## src/rtl/multicycle_controller.sv

```systemverilog
// Multi-cycle FETCH/DECODE/EXEC/MEM/WB control FSM for the RISC-V datapath.
// Optional feature macro: CTRL_BRANCH_EN (adds BEQ through EXEC with PC redirect on Zero).
module multicycle_controller #(
    parameter int OPCODE_W  = 7,
    parameter int ALUOP_W   = 2,
    parameter int TIMEOUT_W = 4
) (
    input  logic                clk,
    input  logic                reset,
    input  logic                start,
    input  logic [OPCODE_W-1:0] Opcode,
    input  logic                Zero,
    input  logic                mem_ready,
    output logic                PCWrite,
    output logic                IRWrite,
    output logic                PCSrc,
    output logic                ALUSrc,
    output logic [ALUOP_W-1:0]  ALUOp,
    output logic                MemRead,
    output logic                MemWrite,
    output logic                MemtoReg,
    output logic                RegWrite,
    output logic                illegal,
    output logic                timeout,
    output logic [2:0]          state
);

    typedef enum logic [2:0] {
        S_IDLE   = 3'd0,
        S_FETCH  = 3'd1,
        S_DECODE = 3'd2,
        S_EXEC   = 3'd3,
        S_MEM    = 3'd4,
        S_WB     = 3'd5,
        S_ERR    = 3'd6
    } state_t;

    localparam logic [OPCODE_W-1:0]  OP_R     = 7'b0110011;
    localparam logic [OPCODE_W-1:0]  OP_I     = 7'b0010011;
    localparam logic [OPCODE_W-1:0]  OP_LD    = 7'b0000011;
    localparam logic [OPCODE_W-1:0]  OP_ST    = 7'b0100011;
    localparam logic [OPCODE_W-1:0]  OP_BR    = 7'b1100011;
    localparam logic [TIMEOUT_W-1:0] MAX_WAIT = '1;

    state_t               state_reg, state_next;
    logic [OPCODE_W-1:0]  op_reg, op_next;
    logic [TIMEOUT_W-1:0] wait_cnt_reg, wait_cnt_next;
    logic                 illegal_reg, illegal_next;
    logic                 timeout_reg, timeout_next;

    logic       fetch_reg, fetch_next;
    logic       branch_reg, branch_next;
    logic       mem_read_reg, mem_read_next;
    logic       mem_write_reg, mem_write_next;
    logic       alu_src_reg, alu_src_next;
    logic [1:0] alu_op_reg, alu_op_next;
    logic       mem_to_reg_reg, mem_to_reg_next;
    logic       reg_write_reg, reg_write_next;

    logic op_is_ld, op_is_st, op_is_br, wait_expired;

    function automatic logic is_legal(input logic [OPCODE_W-1:0] op);
        logic ok;
        ok = (op == OP_R) || (op == OP_I) || (op == OP_LD) || (op == OP_ST);
`ifdef CTRL_BRANCH_EN
        ok = ok || (op == OP_BR);
`endif
        return ok;
    endfunction

    assign op_is_ld = (op_reg == OP_LD);
    assign op_is_st = (op_reg == OP_ST);
`ifdef CTRL_BRANCH_EN
    assign op_is_br = (op_reg == OP_BR);
`else
    assign op_is_br = 1'b0;
`endif
    assign wait_expired = !mem_ready && (wait_cnt_reg == MAX_WAIT);

    // Next-state logic; the wait counter is zero outside a stalled FETCH/MEM,
    // so every entry into FETCH or MEM starts counting from zero.
    always_comb begin
        state_next    = state_reg;
        op_next       = op_reg;
        wait_cnt_next = '0;
        illegal_next  = illegal_reg;
        timeout_next  = timeout_reg;
        case (state_reg)
            S_IDLE: if (start) state_next = S_FETCH;
            S_FETCH: begin
                if (mem_ready) begin
                    state_next = S_DECODE;
                end else if (wait_expired) begin
                    state_next   = S_ERR;
                    timeout_next = 1'b1;
                end else begin
                    wait_cnt_next = wait_cnt_reg + 1'b1;
                end
            end
            S_DECODE: begin
                op_next = Opcode;
                if (is_legal(Opcode)) begin
                    state_next = S_EXEC;
                end else begin
                    state_next   = S_ERR;
                    illegal_next = 1'b1;
                end
            end
            S_EXEC: begin
                if (op_is_ld || op_is_st) state_next = S_MEM;
                else if (op_is_br)        state_next = start ? S_FETCH : S_IDLE;
                else                      state_next = S_WB;
            end
            S_MEM: begin
                if (mem_ready) begin
                    if (op_is_ld) state_next = S_WB;
                    else          state_next = start ? S_FETCH : S_IDLE;
                end else if (wait_expired) begin
                    state_next   = S_ERR;
                    timeout_next = 1'b1;
                end else begin
                    wait_cnt_next = wait_cnt_reg + 1'b1;
                end
            end
            S_WB:    state_next = start ? S_FETCH : S_IDLE;
            S_ERR:   state_next = S_ERR;
            default: state_next = S_IDLE;
        endcase
    end

    // Strobes are decoded from the upcoming state so the registered copies
    // line up exactly with the state they belong to.
    always_comb begin
        fetch_next      = (state_next == S_FETCH);
        branch_next     = 1'b0;
        mem_read_next   = (state_next == S_FETCH) ||
                          ((state_next == S_MEM) && (op_next == OP_LD));
        mem_write_next  = (state_next == S_MEM) && (op_next == OP_ST);
        alu_src_next    = 1'b0;
        alu_op_next     = 2'b00;
        mem_to_reg_next = (state_next == S_WB) && (op_next == OP_LD);
        reg_write_next  = (state_next == S_WB);
        if (state_next == S_EXEC) begin
            if (op_next == OP_R) begin
                alu_op_next = 2'b10;
            end else if ((op_next == OP_LD) || (op_next == OP_ST)) begin
                alu_src_next = 1'b1;
                alu_op_next  = 2'b01;
            end else if (op_next == OP_I) begin
                alu_src_next = 1'b1;
            end
`ifdef CTRL_BRANCH_EN
            else if (op_next == OP_BR) begin
                alu_op_next = 2'b11;
                branch_next = 1'b1;
            end
`endif
        end
    end

    always_ff @(posedge clk or posedge reset) begin
        if (reset) begin
            state_reg      <= S_IDLE;
            op_reg         <= '0;
            wait_cnt_reg   <= '0;
            illegal_reg    <= 1'b0;
            timeout_reg    <= 1'b0;
            fetch_reg      <= 1'b0;
            branch_reg     <= 1'b0;
            mem_read_reg   <= 1'b0;
            mem_write_reg  <= 1'b0;
            alu_src_reg    <= 1'b0;
            alu_op_reg     <= 2'b00;
            mem_to_reg_reg <= 1'b0;
            reg_write_reg  <= 1'b0;
        end else begin
            state_reg      <= state_next;
            op_reg         <= op_next;
            wait_cnt_reg   <= wait_cnt_next;
            illegal_reg    <= illegal_next;
            timeout_reg    <= timeout_next;
            fetch_reg      <= fetch_next;
            branch_reg     <= branch_next;
            mem_read_reg   <= mem_read_next;
            mem_write_reg  <= mem_write_next;
            alu_src_reg    <= alu_src_next;
            alu_op_reg     <= alu_op_next;
            mem_to_reg_reg <= mem_to_reg_next;
            reg_write_reg  <= reg_write_next;
        end
    end

    assign IRWrite = fetch_reg && mem_ready;
`ifdef CTRL_BRANCH_EN
    assign PCWrite = (fetch_reg && mem_ready) || (branch_reg && Zero);
    assign PCSrc   = branch_reg;
`else
    logic unused_branch;
    assign unused_branch = Zero ^ branch_reg;
    assign PCWrite = fetch_reg && mem_ready;
    assign PCSrc   = 1'b0;
`endif
    assign ALUSrc   = alu_src_reg;
    assign ALUOp    = ALUOP_W'(alu_op_reg);
    assign MemRead  = mem_read_reg;
    assign MemWrite = mem_write_reg;
    assign MemtoReg = mem_to_reg_reg;
    assign RegWrite = reg_write_reg;
    assign illegal  = illegal_reg;
    assign timeout  = timeout_reg;
    assign state    = state_reg;

endmodule

```

## config.mk

```make
export PLATFORM = sky130hd
export DESIGN_NAME = multicycle_controller
export DESIGN_NICKNAME = d
export VERILOG_FILES = /design/src/rtl/multicycle_controller.sv
export SDC_FILE = /design/constraint.sdc
export NUM_CORES = 1
export LEC_CHECK = 0
export CORE_ASPECT_RATIO = 1.2
export CORE_MARGIN = 2
export CORE_UTILIZATION = 60
export DETAILED_ROUTE_END_ITERATION = 10
export DONT_BUFFER_PORTS = 1
export GPL_TIMING_DRIVEN = 0
export PLACE_DENSITY = 0.79
export SLEW_MARGIN = 10
export SYNTH_ARGS = -nofsm -noshare
export SYNTH_HDL_FRONTEND = slang
export SYNTH_SLANG_ARGS = --single-unit
```

## constraint.sdc

```tcl
create_clock -name clk -period 2.39 [get_ports clk]
set_clock_uncertainty 0.05 [all_clocks]
set_input_delay 0.239 -clock clk [delete_from_list [all_inputs] [get_ports clk]]
set_output_delay 0.239 -clock clk [all_outputs]
set_load 0.03 [all_outputs]
```

# [After elaboration in Yosys (flattened, before gate mapping)]
# Index checks and enable logic that the tools add are counted.
[word_totals] ff_bits=24 latchBits=0 ramBits=0 mem_bits_ro=0 inputBits=12 out_inout_bits=15 word_cells=72 mem_count=0
[op_classes] n_addsub=1 mul=0 div_mod_pow=0 n_lt_le_gt_ge=0 eq_ne=21 n_shift=0 mux=20 bitwise=2 n_reduce_logical=16
[op_table] cell="$eq A7 B6 Y1 const B" count=5
[op_table] cell="$eq A7 B2 Y1 const B" count=3
[op_table] cell="$pmux W3 S7" count=1
[op_table] cell="$mux W3" count=6
[op_table] cell="$eq A3 B3 Y1 const B" count=5
[op_table] cell="$eq A7 B5 Y1 const B" count=2
[op_table] cell="$mux W4" count=3
[op_table] cell="$eq A3 B2 Y1 const B" count=3
[op_table] cell="$mux W1" count=7
[op_table] cell="$mux W7" count=1
[op_table] cell="$eq A3 B1 Y1 const B" count=2
[op_table] cell="$logic_or A1 B1 Y1" count=6
[op_table] cell="$logic_and A1 B1 Y1" count=5
[op_table] cell="$add A4 B1 Y4 const B" count=1
[op_table] cell="$eq A4 B4 Y1 const B" count=1
[op_table] cell="$mux W2" count=2
[op_table] cell="$logic_not A3 Y1" count=1
[op_table] cell="$reduce_and A3 Y1" count=1
[op_table] cell="$not A1 Y1" count=2
[op_table] cell="$reduce_and A2 Y1" count=1
[op_table] cell="$reduce_or A2 Y1" count=1
[op_table] cell="$logic_not A1 Y1" count=1

# [Longest topological paths before layout]
# Gate-level depths: netlist of run 1.
[depth] ltp_word=9 depth_mapped=6 mapped_depth_nobuf=6

# [Least setup slack after synthesis of run 1]
# Ideal clock, no wire load.
[synth_path] path_kind="register to register" startpoint="register state_reg[1] (netlist: state[1])" endpoint="register op_reg[0]" t_arrival_ps=1677 slack_ps=538 path_stages_with_launch=5 path_buffers=2 synth_period_minus_slack_ps=1852 cell_sequence="dfrtp_1 buf_2 nor3b_1 buf_2 mux2_2"
[synth_between] elab_chain_len=2
[synth_lines] item="start, declared" line_no="45" text="state_t state_reg, state_next;"
[synth_lines] item="start signal, assigned" line_no="177" text="state_reg <= state_next;"
[synth_lines] item="$eq A3 B2 Y1" line_no="88" text="case (state_reg)"
[synth_lines] item="$mux W7" line_no="88"
[synth_lines] item="named net op_next[0]" line_no="46" text="logic [OPCODE_W-1:0] op_reg, op_next;"
[synth_lines] item="end signal, assigned" line_no="178" text="op_reg <= op_next;"
[synth_lines] item="end, declared" line_no="46"
# The timed path passes the listed nets, and every way through them passes these cells.
# A chain may end at the register's enable or synchronous reset.

# [Worst setup path in the final report of run 1]
[layout_path] startpoint="register state_reg[1] (netlist: state[1])" endpoint="register op_reg[1]"
# The elaborated chain is that of the path after synthesis.

==> impl_metrics.tcl, run 1 <==
set metrics [dict create \
    outcome "completed" \
    layout-drive-gt1-share 0.221 \
    fill_cells 141 \
    grt_pass1_vias 768 \
    synth-simple-area-share 0.228 \
    setup_tns_ps 0 \
    worstPathMaxFanout 10 \
    initial_core_util 0.642 \
    worstHoldPathType "input pin to flip-flop" \
    antennaDiodeCount 0 \
    hold_viol_final 0 \
    max_slew.worst_pin.slew_ps 879 \
    gr-usage-all-layers 0.197 \
    ys_async_sr_fraction 1.00 \
    synth-compound-area-share 0.132 \
    viasPerCell 6.11 \
    die_h_um 53.0 \
    peakVddDrop_v 0.000739 \
    dp_slack_ps 377 \
    setup_viol 0 \
    synth.distinct_cells 40 \
    root_buffer "clkbuf_4" \
    yosys.area_share.adder 0.0104 \
    leakagePower_uw 0.000576 \
    synth_xor_area_frac 0.0146 \
    wl_per_cell_um 15.4 \
    grt_pass1_wl_um 3420 \
    largest_register_ffs 7 \
    synth_nets 119 \
    start_kind "flip-flop" \
    cts_resized 0 \
    ys_top_cells_by_count "dfrtp_1 (24), nor2_1 (10), inv_1 (7)" \
    ios 27 \
    netlist_area_um2 1200 \
    yosysMostFrequentCell "dfrtp_1" \
    maxCapViolations 0 \
    worst_slack_ps 352 \
    grt_max_degree 25 \
    drt_pass1_iterations 4 \
    num_rows 17 \
    max_freq_ghz 0.491 \
    die_area_um2 2380 \
    postLayoutCoreUtil 0.699 \
    cts_buffer_depth 2 \
    crit_required_ps 2550 \
    clk_latency_ps 310 \
    yosysTopAreaCellShare 0.500 \
    place.gp.congestion 0.780 \
    core_um2 1870 \
    num_vias 806 \
    dp_hpwl_um 1500 \
    clkTransAtPathRegs_ps 130 \
    synth-seq-cells 24 \
    portBuffers 0 \
    muxShareOfSynthArea 0.0562 \
    ys_warn_count 0 \
    antenna_left 0 \
    dr.first_iter.drc_count 2 \
    placed_cells 125 \
    min_period_ps 2040 \
    cellPowerDensity_nw_per_um2 1130 \
    synth_edf_count 0 \
    wl_um 2030 \
    critPathCaptureType "flip-flop" \
    period_share 0.853 \
    layout.nets 127 \
    synthCells 106 \
    cts_tree "yes" \
    grt_setup_unrepaired "false" \
    synth_area_leaders "dfrtp_1 (50%), mux2_2 (5.6%), nor2_1 (3.1%), a2111oi_4 (2.3%), nand4bb_4 (2.3%)" \
    areaGrowthSynthToFinish_pct 8.85 \
    synth_top_family_by_area "simple AND/OR/NAND/NOR gates" \
    cts.sinks 24 \
    die_x_um 44.8 \
    hold_slack_ps 18.9 \
    finalNonFillerCells 132 \
    synth_seq_area_share 0.500 \
    cp.arrival_ps 2200 \
    slew_viol_final 0 \
    grt_overflow 0 \
    cts_made_buffers 3 \
    yosysTopAreaCell "dfrtp_1" \
    drc 0 \
    synth.avg_cell_area_um2 11.3 \
    slew-limit-headroom 0.414 \
    critical_path_class "flip-flop to flip-flop" \
    ys.flop_type "dfrtp_1" \
    htree_levels 1 \
    antenna_found_initial 0 \
]
[critical path, cell delays in order, from the launching register on]
cell and delay (ps):
dfrtp_1 530, buf_2 280, nor3b_1 410, buf_2 310
mux2_2 360
[cell type report]
| type | instances | area [um^2] | area share |
|---|---|---|---|
| flip-flops and latches | 24 | 601 | 0.459 |
| multi-input cells | 68 | 534 | 0.409 |
| plain buffers | 7 | 40.0 | 0.0306 |
| clock inverters | 1 | 30.0 | 0.0230 |
| repair buffers | 3 | 30.0 | 0.0230 |
| inverters | 7 | 26.3 | 0.0201 |
| well taps | 19 | 23.8 | 0.0182 |
| clock buffers | 3 | 22.5 | 0.0172 |
[path summary, 6_finish.rpt]
kind                                      startpoint                         to  slack (ps)  depth (start not counted)
max                               state[1]$_DFF_PP0_        op_reg[1]$_DFF_PP0_         350                          4
min                                        Opcode[6]        op_reg[6]$_DFF_PP0_          20                          1
max reg2reg                       state[1]$_DFF_PP0_        op_reg[1]$_DFF_PP0_         350                          4
min reg2reg                wait_cnt_reg[0]$_DFF_PP0_  wait_cnt_reg[0]$_DFF_PP0_         430                          1
max in group asynchronous                      reset  wait_cnt_reg[1]$_DFF_PP0_        1270                          2
min in group asynchronous                      reset        op_reg[0]$_DFF_PP0_         490                          2
[placed cells by master, fill, tap and decap left out, drive strengths merged, types with 2 or more instances in the layout]
cell	netlist	final
dfrtp	24	24
nor2	10	10
inv	7	7
buf	7	7
mux2	6	6
nand3	4	4
nand2	4	4
nor3	4	4
nor3b	3	3
nor2b	3	3
a21oi	3	3
clkbuf	0	3
dlygate4sd3	0	3
o21ai	3	3
and4bb	2	2
a21o	2	2
and2	2	2
xnor2	2	2
a2111oi	2	2
or3	2	2
[layer usage]
metal  vias up  global-route usage  share of wire
li1        385                   -              -
met1       390               0.241           0.41
met2        24               0.329           0.52
met3         7              0.0341          0.049
met4         0               0.103          0.025
met5         -                   0              0
[cells by family after synthesis]
kind of cell | after synthesis
simple gates | 40
flops | 24
compound gates | 18
buf+inv | 14
mux | 6
xor+xnor | 2
fa+ha+maj | 1
other cells | 1
[metrics by stage]
| stage | cell area (um^2) | power (uW) |
|---|---|---|
| finish | 1310 | 1480 |
| global route | 1310 | 1570 |
| CTS | 1310 | 1480 |
| detailed placement | 1220 | 1190 |
| global placement | 1220 | 1170 |
| floorplan | 1200 | 1110 |
[repair_timing]
item                                   in CTS  in global routing
buffers inserted                            0                  0
endpoints found under the hold margin      27                  0
hold buffers                                3                  0
[power by group]
| part | leakage, uW | internal [uW] | total (uW) | switching (uW) |
|---|---|---|---|---|
| sequential | 0.000307 | 520 | 682 | 162 |
| clock | 0.0000279 | 170 | 288 | 119 |
| combinational | 0.000241 | 246 | 505 | 259 |
| total | 0.000576 | 936 | 1480 | 540 |
Note: power is estimated with default switching activity, not from simulation.
==> run 2: changes to the inputs <==
--- a/config.mk
+++ b/config.mk
@@ -5,7 +5,6 @@
 export SDC_FILE = /design/constraint.sdc
 export NUM_CORES = 1
 export LEC_CHECK = 0
-export CORE_ASPECT_RATIO = 1.2
 export CORE_MARGIN = 2
 export CORE_UTILIZATION = 60
 export DETAILED_ROUTE_END_ITERATION = 10
==> run 2 against run 1 <==
  * Sequential cell count unchanged
  * Total power increased by 0.24%
  * Sequential power increased by 1%
  * Design area increased by 1.5%
  * Clock-buffer cell count unchanged
  * Critical path depth unchanged
  * Fmax decreased by 0.15%
  * Non-clock buffer count increased by 1
  * Register-to-register slack about the same
==> impl_metrics.tcl, run 2 (synthesis gave the netlist of run 1 again) <==
set metrics [dict create \
    outcome "completed" \
    leakagePower_uw 0.000580 \
    min_period_ps 2040 \
    critPathCaptureType "flip-flop" \
    layout_commonest_cell "dfrtp_1" \
    slew-limit-headroom 0.402 \
    clk_latency_ps 310 \
    grt_setup_unrepaired "false" \
    max_freq_ghz 0.490 \
    slew_viol_final 0 \
    crit_path_frequent_cell "buf_2" \
    hold_buffers 3 \
    worstHoldPathType "input pin to flip-flop" \
    die_area_um2 2380 \
    cellPowerDensity_nw_per_um2 1110 \
    root_buffer "clkbuf_4" \
    num_vias 809 \
    areaGrowthSynthToFinish_pct 10.5 \
    power.total_uw 1480 \
    regToRegStartpoint "state[1]$_DFF_PP0_" \
    portBuffers 0 \
    cts_buffer_depth 2 \
    layout_common_cells "dfrtp_1 (24), nor2_1 (10), inv_1 (7)" \
    hold_start "Opcode[3]" \
    largest_register_ffs 7 \
    design_area_um2 1330 \
    gr-usage-all-layers 0.189 \
    grt_max_degree 25 \
    hold_viol_final 0 \
    initial_core_util 0.625 \
    cts_made_buffers 3 \
    die_h_um 48.7 \
    cts_resized 0 \
    peakVddDrop_v 0.000638 \
    placed_cell_area_um2 1230 \
    setup_viol 0 \
    viasPerCell 5.74 \
    layout-drive-gt1-share 0.219 \
    grt_pass1_wl_um 3530 \
    maxCapViolations 0 \
    cts_tree "yes" \
    num_rows 16 \
    place.gp.congestion 0.826 \
    start_kind "flip-flop" \
    grt_pass1_vias 831 \
    critical_path_class "flip-flop to flip-flop" \
    cts.sinks 24 \
    drc 0 \
    setup_tns_ps 0 \
    ios 27 \
    max_slew.worst_pin.slew_ps 896 \
    die_x_um 48.7 \
    clkTransAtPathRegs_ps 120 \
    cpPeakStageDelay_ps 530 \
    antenna_left 0 \
    dp_slack_ps 378 \
    dp_hpwl_um 1520 \
    core_um2 1920 \
    crit_slowest_cell "dfrtp_1" \
    layout.nets 128 \
    wl_um 2050 \
    crit_required_ps 2550 \
    htree_levels 1 \
    grt_overflow 0 \
    worstPathMaxFanout 10 \
    drt_pass1_iterations 4 \
    cts_setup_buffers 0 \
    period_share 0.854 \
    antennaDiodeCount 0 \
    crit_chain "buf_2 > nor3b_1 > buf_2 > mux2_2" \
    crit_start "state[1]$_DFF_PP0_" \
    worst_slack_ps 349 \
    wl_per_cell_um 14.6 \
    cp.arrival_ps 2200 \
    dr.first_iter.drc_count 10 \
    antenna_found_initial 0 \
]
-- run 2: cell count changes in the layout (fill, tap and decap cells not counted) --
| cell | change |
|---|---|
| dlygate4sd3_1 | +1 |
-- run 2: worst paths after layout --
kind	end	slack, ps	depth (start not counted)
max	op_reg[1]$_DFF_PP0_	350	4
max in group asynchronous	op_reg[2]$_DFF_PP0_	1240	2
max reg2reg	op_reg[1]$_DFF_PP0_	350	4
min reg2reg	wait_cnt_reg[0]$_DFF_PP0_	450	1
min in group asynchronous	op_reg[3]$_DFF_PP0_	500	2
min	op_reg[3]$_DFF_PP0_	20	1
-- run 2: final cells by class --
cell class / count / area, um^2
repair buffers: 4 / 40.0
inverters: 7 / 26.3
flip-flops and latches: 24 / 601
plain buffers: 7 / 40.0
multi-input cells: 68 / 534
clock buffers: 3 / 22.5
fillers: 145 / 594
clock inverters: 1 / 30.0
well taps: 27 / 33.8
-- run 2: metrics by stage --
| stage | util | std cells | hold slack (ps) |
|---|---|---|---|
| 6_report | 0.691 | 141 | 20.1 |
| 3_5_place_dp | 0.643 | 133 | 265 |
| 4_1_cts | 0.686 | 140 | 13.7 |
| 2_1_floorplan | - | 106 | 204 |
| 5_1_grt | 0.691 | 141 | 3.54 |
| 3_3_place_gp | 0.643 | 133 | 258 |
-- run 2: routing by layer --
metal  wire (um)  track usage  vias to the layer above
met5           0            0                        -
met4          36       0.0714                        0
met3         101       0.0340                        5
met2        1010        0.336                       28
met1         905        0.228                      389
li1            -            -                      387
-- run 2: report_power, final --
| part | switching (uW) | total [uW] | internal (uW) |
|---|---|---|---|
| Combinational | 256 | 503 | 247 |
| Clock | 116 | 286 | 170 |
| Sequential | 171 | 691 | 520 |
| Total | 542 | 1480 | 937 |
-- run 2: critical path, delay by kind of cell (launching register included) --
family	cells	cell delay, ps
buffers and inverters	2	580
multiplexers	1	370
AND/OR/NAND/NOR	1	410
flip-flops	1	530
==> edit 1, RTL diff (settings of run 2) <==
`TIMEOUT_W`: 4 -> 3.
--- a/src/rtl/multicycle_controller.sv
+++ b/src/rtl/multicycle_controller.sv
@@ -3,7 +3,7 @@
 module multicycle_controller #(
     parameter int OPCODE_W  = 7,
     parameter int ALUOP_W   = 2,
-    parameter int TIMEOUT_W = 4
+    parameter int TIMEOUT_W = 3
 ) (
     input  logic                clk,
     input  logic                reset,
Behaviour: not the same (a bounded check fails within 10 cycles, from zero or initial values and one cycle with reset high).
==> edit 1 against run 2 <==
- final area shrank 9.9%
- area after synthesis shrank 7.7%
- sequential cell count is 1 lower
- clock power fell by 39%
- total power down 14%
- sequential share of layout area up 2.9 points
- wire length decreased by 8.6%
- worst setup slack lost 0.062 ns
- combinational power shrank 4%
- critical path depth is 3 higher
- global-route usage up 2.2 points
- core utilization up 0.20 points
- largest power group unchanged
- highest routed layer unchanged
==> edit 1: results <==
sta:
  whs_ns: 0.0217
  timing.max_slew.rel_slack_pct: 45.1
detailed_routing:
  routedLengthMet1_um: 798
  dr.pass1.iters: 5
  wl_met2_um: 944
  drt-wirelength-per-cell_um: 14.9
  iteration_0_drc_count_of_the_detailed_router: 13
  met3_wirelength_from_detailed_routing_um: 99
outcome:
  run_status: "completed"
setup_path:
  timing.critical_path.slowest_cell_delay_ns: 0.57
  critical_path_arrival_ns: 2.29
  worstRegToRegCells: 7
  critPathLaunch: "wait_cnt_reg[0]"
  cpLargestDelayFamily: "simple AND/OR/NAND/NOR gates"
power_and_ir_drop:
  sequentialPower_mw: 0.616
  peakVddDrop_uv: 581
  p_leak_nw: 0.579
  power.share.switching_pct: 37.3
cells_and_area:
  fillerInstances: 139
  finalNonFillerCells: 126
  final_cell_area_mm2: 0.00120
  clock_buffer_count: 4
  clk_share_pct: 2.20
global_routing:
  pin_count_of_the_biggest_net_entering_global_routing: 24
  global_route.usage.met3_pct: 5.00
synth:
  yosysUniqueCellTypes: 39
  syn_inst: 94
place:
  dpl.cell_count: 119
die:
  tap-cell-count: 25
-- edit 1: changes by cell type in the layout (fill, tap and decap cells not counted), moves of 2 or more --
cell / before / now
sky130_fd_sc_hd__and4bb_1: 2 / 0
sky130_fd_sc_hd__inv_1: 7 / 1
sky130_fd_sc_hd__nor3_1: 2 / 0
sky130_fd_sc_hd__buf_6: 0 / 2
sky130_fd_sc_hd__nand2_1: 4 / 8
sky130_fd_sc_hd__buf_2: 5 / 2
sky130_fd_sc_hd__xnor2_1: 2 / 0
sky130_fd_sc_hd__nand3_1: 4 / 1
sky130_fd_sc_hd__nor3b_1: 3 / 1
-- edit 1: kinds of logic after synthesis --
logic type,share of synthesized area (%)
other cells,0.338
flops,51.9
mux,7.11
simple gates,23.0
compound gates,10.7
buf+inv,4.63
fa+ha+maj,2.26
==> edit 2, RTL diff (flow settings as in run 2) <==
Made on the original files. `op_reg` no longer has a reset.
--- a/src/rtl/multicycle_controller.sv
+++ b/src/rtl/multicycle_controller.sv
@@ -161,7 +161,6 @@
     always_ff @(posedge clk or posedge reset) begin
         if (reset) begin
             state_reg      <= S_IDLE;
-            op_reg         <= '0;
             wait_cnt_reg   <= '0;
             illegal_reg    <= 1'b0;
             timeout_reg    <= 1'b0;
@@ -175,7 +174,6 @@
             reg_write_reg  <= 1'b0;
         end else begin
             state_reg      <= state_next;
-            op_reg         <= op_next;
             wait_cnt_reg   <= wait_cnt_next;
             illegal_reg    <= illegal_next;
             timeout_reg    <= timeout_next;
@@ -190,6 +188,10 @@
         end
     end
 
+    always_ff @(posedge clk) begin
+        op_reg <= op_next;
+    end
+
     assign IRWrite = fetch_reg && mem_ready;
 `ifdef CTRL_BRANCH_EN
     assign PCWrite = (fetch_reg && mem_ready) || (branch_reg && Zero);
Behaviour: no difference found for any inputs over 10 cycles, from zero or initial values and one cycle with reset high; that may be too few to reach the edited logic, so the function may still have changed.
==> edit 2 against run 2 <==
- via count is 2.7% lower
- total power is 0.38% higher
- critical endpoint is now MemRead
- wire length is 7.5% lower
- area after synthesis is 3.7% lower
- sequential share of layout area is 1.6 points lower
- worst setup slack better by 0.072 ns
- final area is 2.5% lower
- sequential cell count stayed put
==> edit 2: results <==
outcome:
  run_status: "completed"
cells_and_area:
  fillerInstances: 143
  clock_buffer_count: 4
  finalNonFillerCells: 140
  area.share.sequential_pct: 43.7
  proportion_of_cell_area_occupied_by_multi_input_gates_pct: 40.2
  drive_gt1_share_pct: 24.3
  nets: 129
  multi_input_comb_cells: 68
  signal_buffer_area_fraction_pct: 8.02
  clk_share_pct: 3.67
  buffers: 12
  antenna_cells: 0
min_path:
  worst_hold_path.endpoint: "op_reg[3]"
  hold_class: "in2reg"
detailed_routing:
  iteration_0_drc_count_of_the_detailed_router: 1
  routedLengthMet1_um: 820
  vias: 787
  met3_wirelength_from_detailed_routing_um: 85
  route.final.wire_length_um: 1900
  wl_met2_um: 965
global_routing:
  global_route.usage.total_pct: 19.7
  globalRouteMet1Util_pct: 24.6
  pin_count_of_the_biggest_net_entering_global_routing: 18
  routing_usage_on_met2_pct: 31.7
  via_count_of_the_first_global_routing_pass: 760
  global_route.usage.met3_pct: 4.91
  grt_pass1_wl_um: 3170
synth:
  async_reset_ff_share_pct: 70.8
  synth_fa_ha_area_share_pct: 1.08
  synth_top_area_share_pct: 36.8
  synth.avg_cell_area_um2: 11.0
  synth_area_leaders: "sky130_fd_sc_hd__dfrtp_1 37%, sky130_fd_sc_hd__dfxtp_1 12%, sky130_fd_sc_hd__mux2_2 5.8%, sky130_fd_sc_hd__inv_1 2.3%, sky130_fd_sc_hd__nor2_1 2.3%"
  synth-compound-area-share_pct: 15.7
  synth_xor_area_share_pct: 2.27
  synthMuxAreaShare_pct: 6.71
  mappedNetlistNets: 118
  synth_sequential_area_ratio_pct: 48.9
  yosysUniqueCellTypes: 44
setup_path:
  cpLargestDelayFamily: "flip-flops"
  critical_path_arrival_ns: 2.16
  worstRegToRegCells: 5
  reg2reg_from: "state[2]"
  timing.rr.end: "MemRead"
  reg2reg_setup_slack_ns: 0.42
  timing.critical_path.slowest_cell_delay_ns: 0.55
place:
  replace_congestion: 0.786
  place_area_mm2: 0.00119
  detailedPlacementHpwl_um: 1450
  placement.setup.worst_slack_ns: 0.440
sta:
  whs_ns: 0.0122
  timing.max_slew.rel_slack_pct: 59.6
power_and_ir_drop:
  p_leak_nw: 0.555
  peakVddDrop_uv: 680
  power_per_cell_area_mw_per_mm2: 1150
die:
  core.rowCount: 15
cts:
  ctsResizeCount: 0
  hold_buffer_count_at_cts: 3
[edit 2: cell types whose count changed after synthesis, sizes merged, moves of 2 or more]
cell	run 2	this run
nor3b	3	1
nand2	4	7
dfrtp	24	17
dfxtp	0	7
a2111oi	2	0
nor2	10	7
nor2b	3	0
a31o	0	2
[edit 2: worst max-delay path by stage]
stage / startpoint / endpoint / slack (ns) / depth (start not counted)
2_1_floorplan: state[2] / MemRead / 0.74 / 6
3_3_place_gp: state[2] / MemRead / 0.48 / 5
3_5_place_dp: state[2] / MemRead / 0.44 / 5
4_1_cts: state[2] / MemRead / 0.40 / 5
5_1_grt: state[1] / MemRead / 0.30 / 5
6_report: state[2] / MemRead / 0.42 / 5
[edit 2: where the power goes]
group          internal (mW)  switching [mW]
registers              0.520           0.141
clock network          0.128           0.120
logic                  0.275           0.302
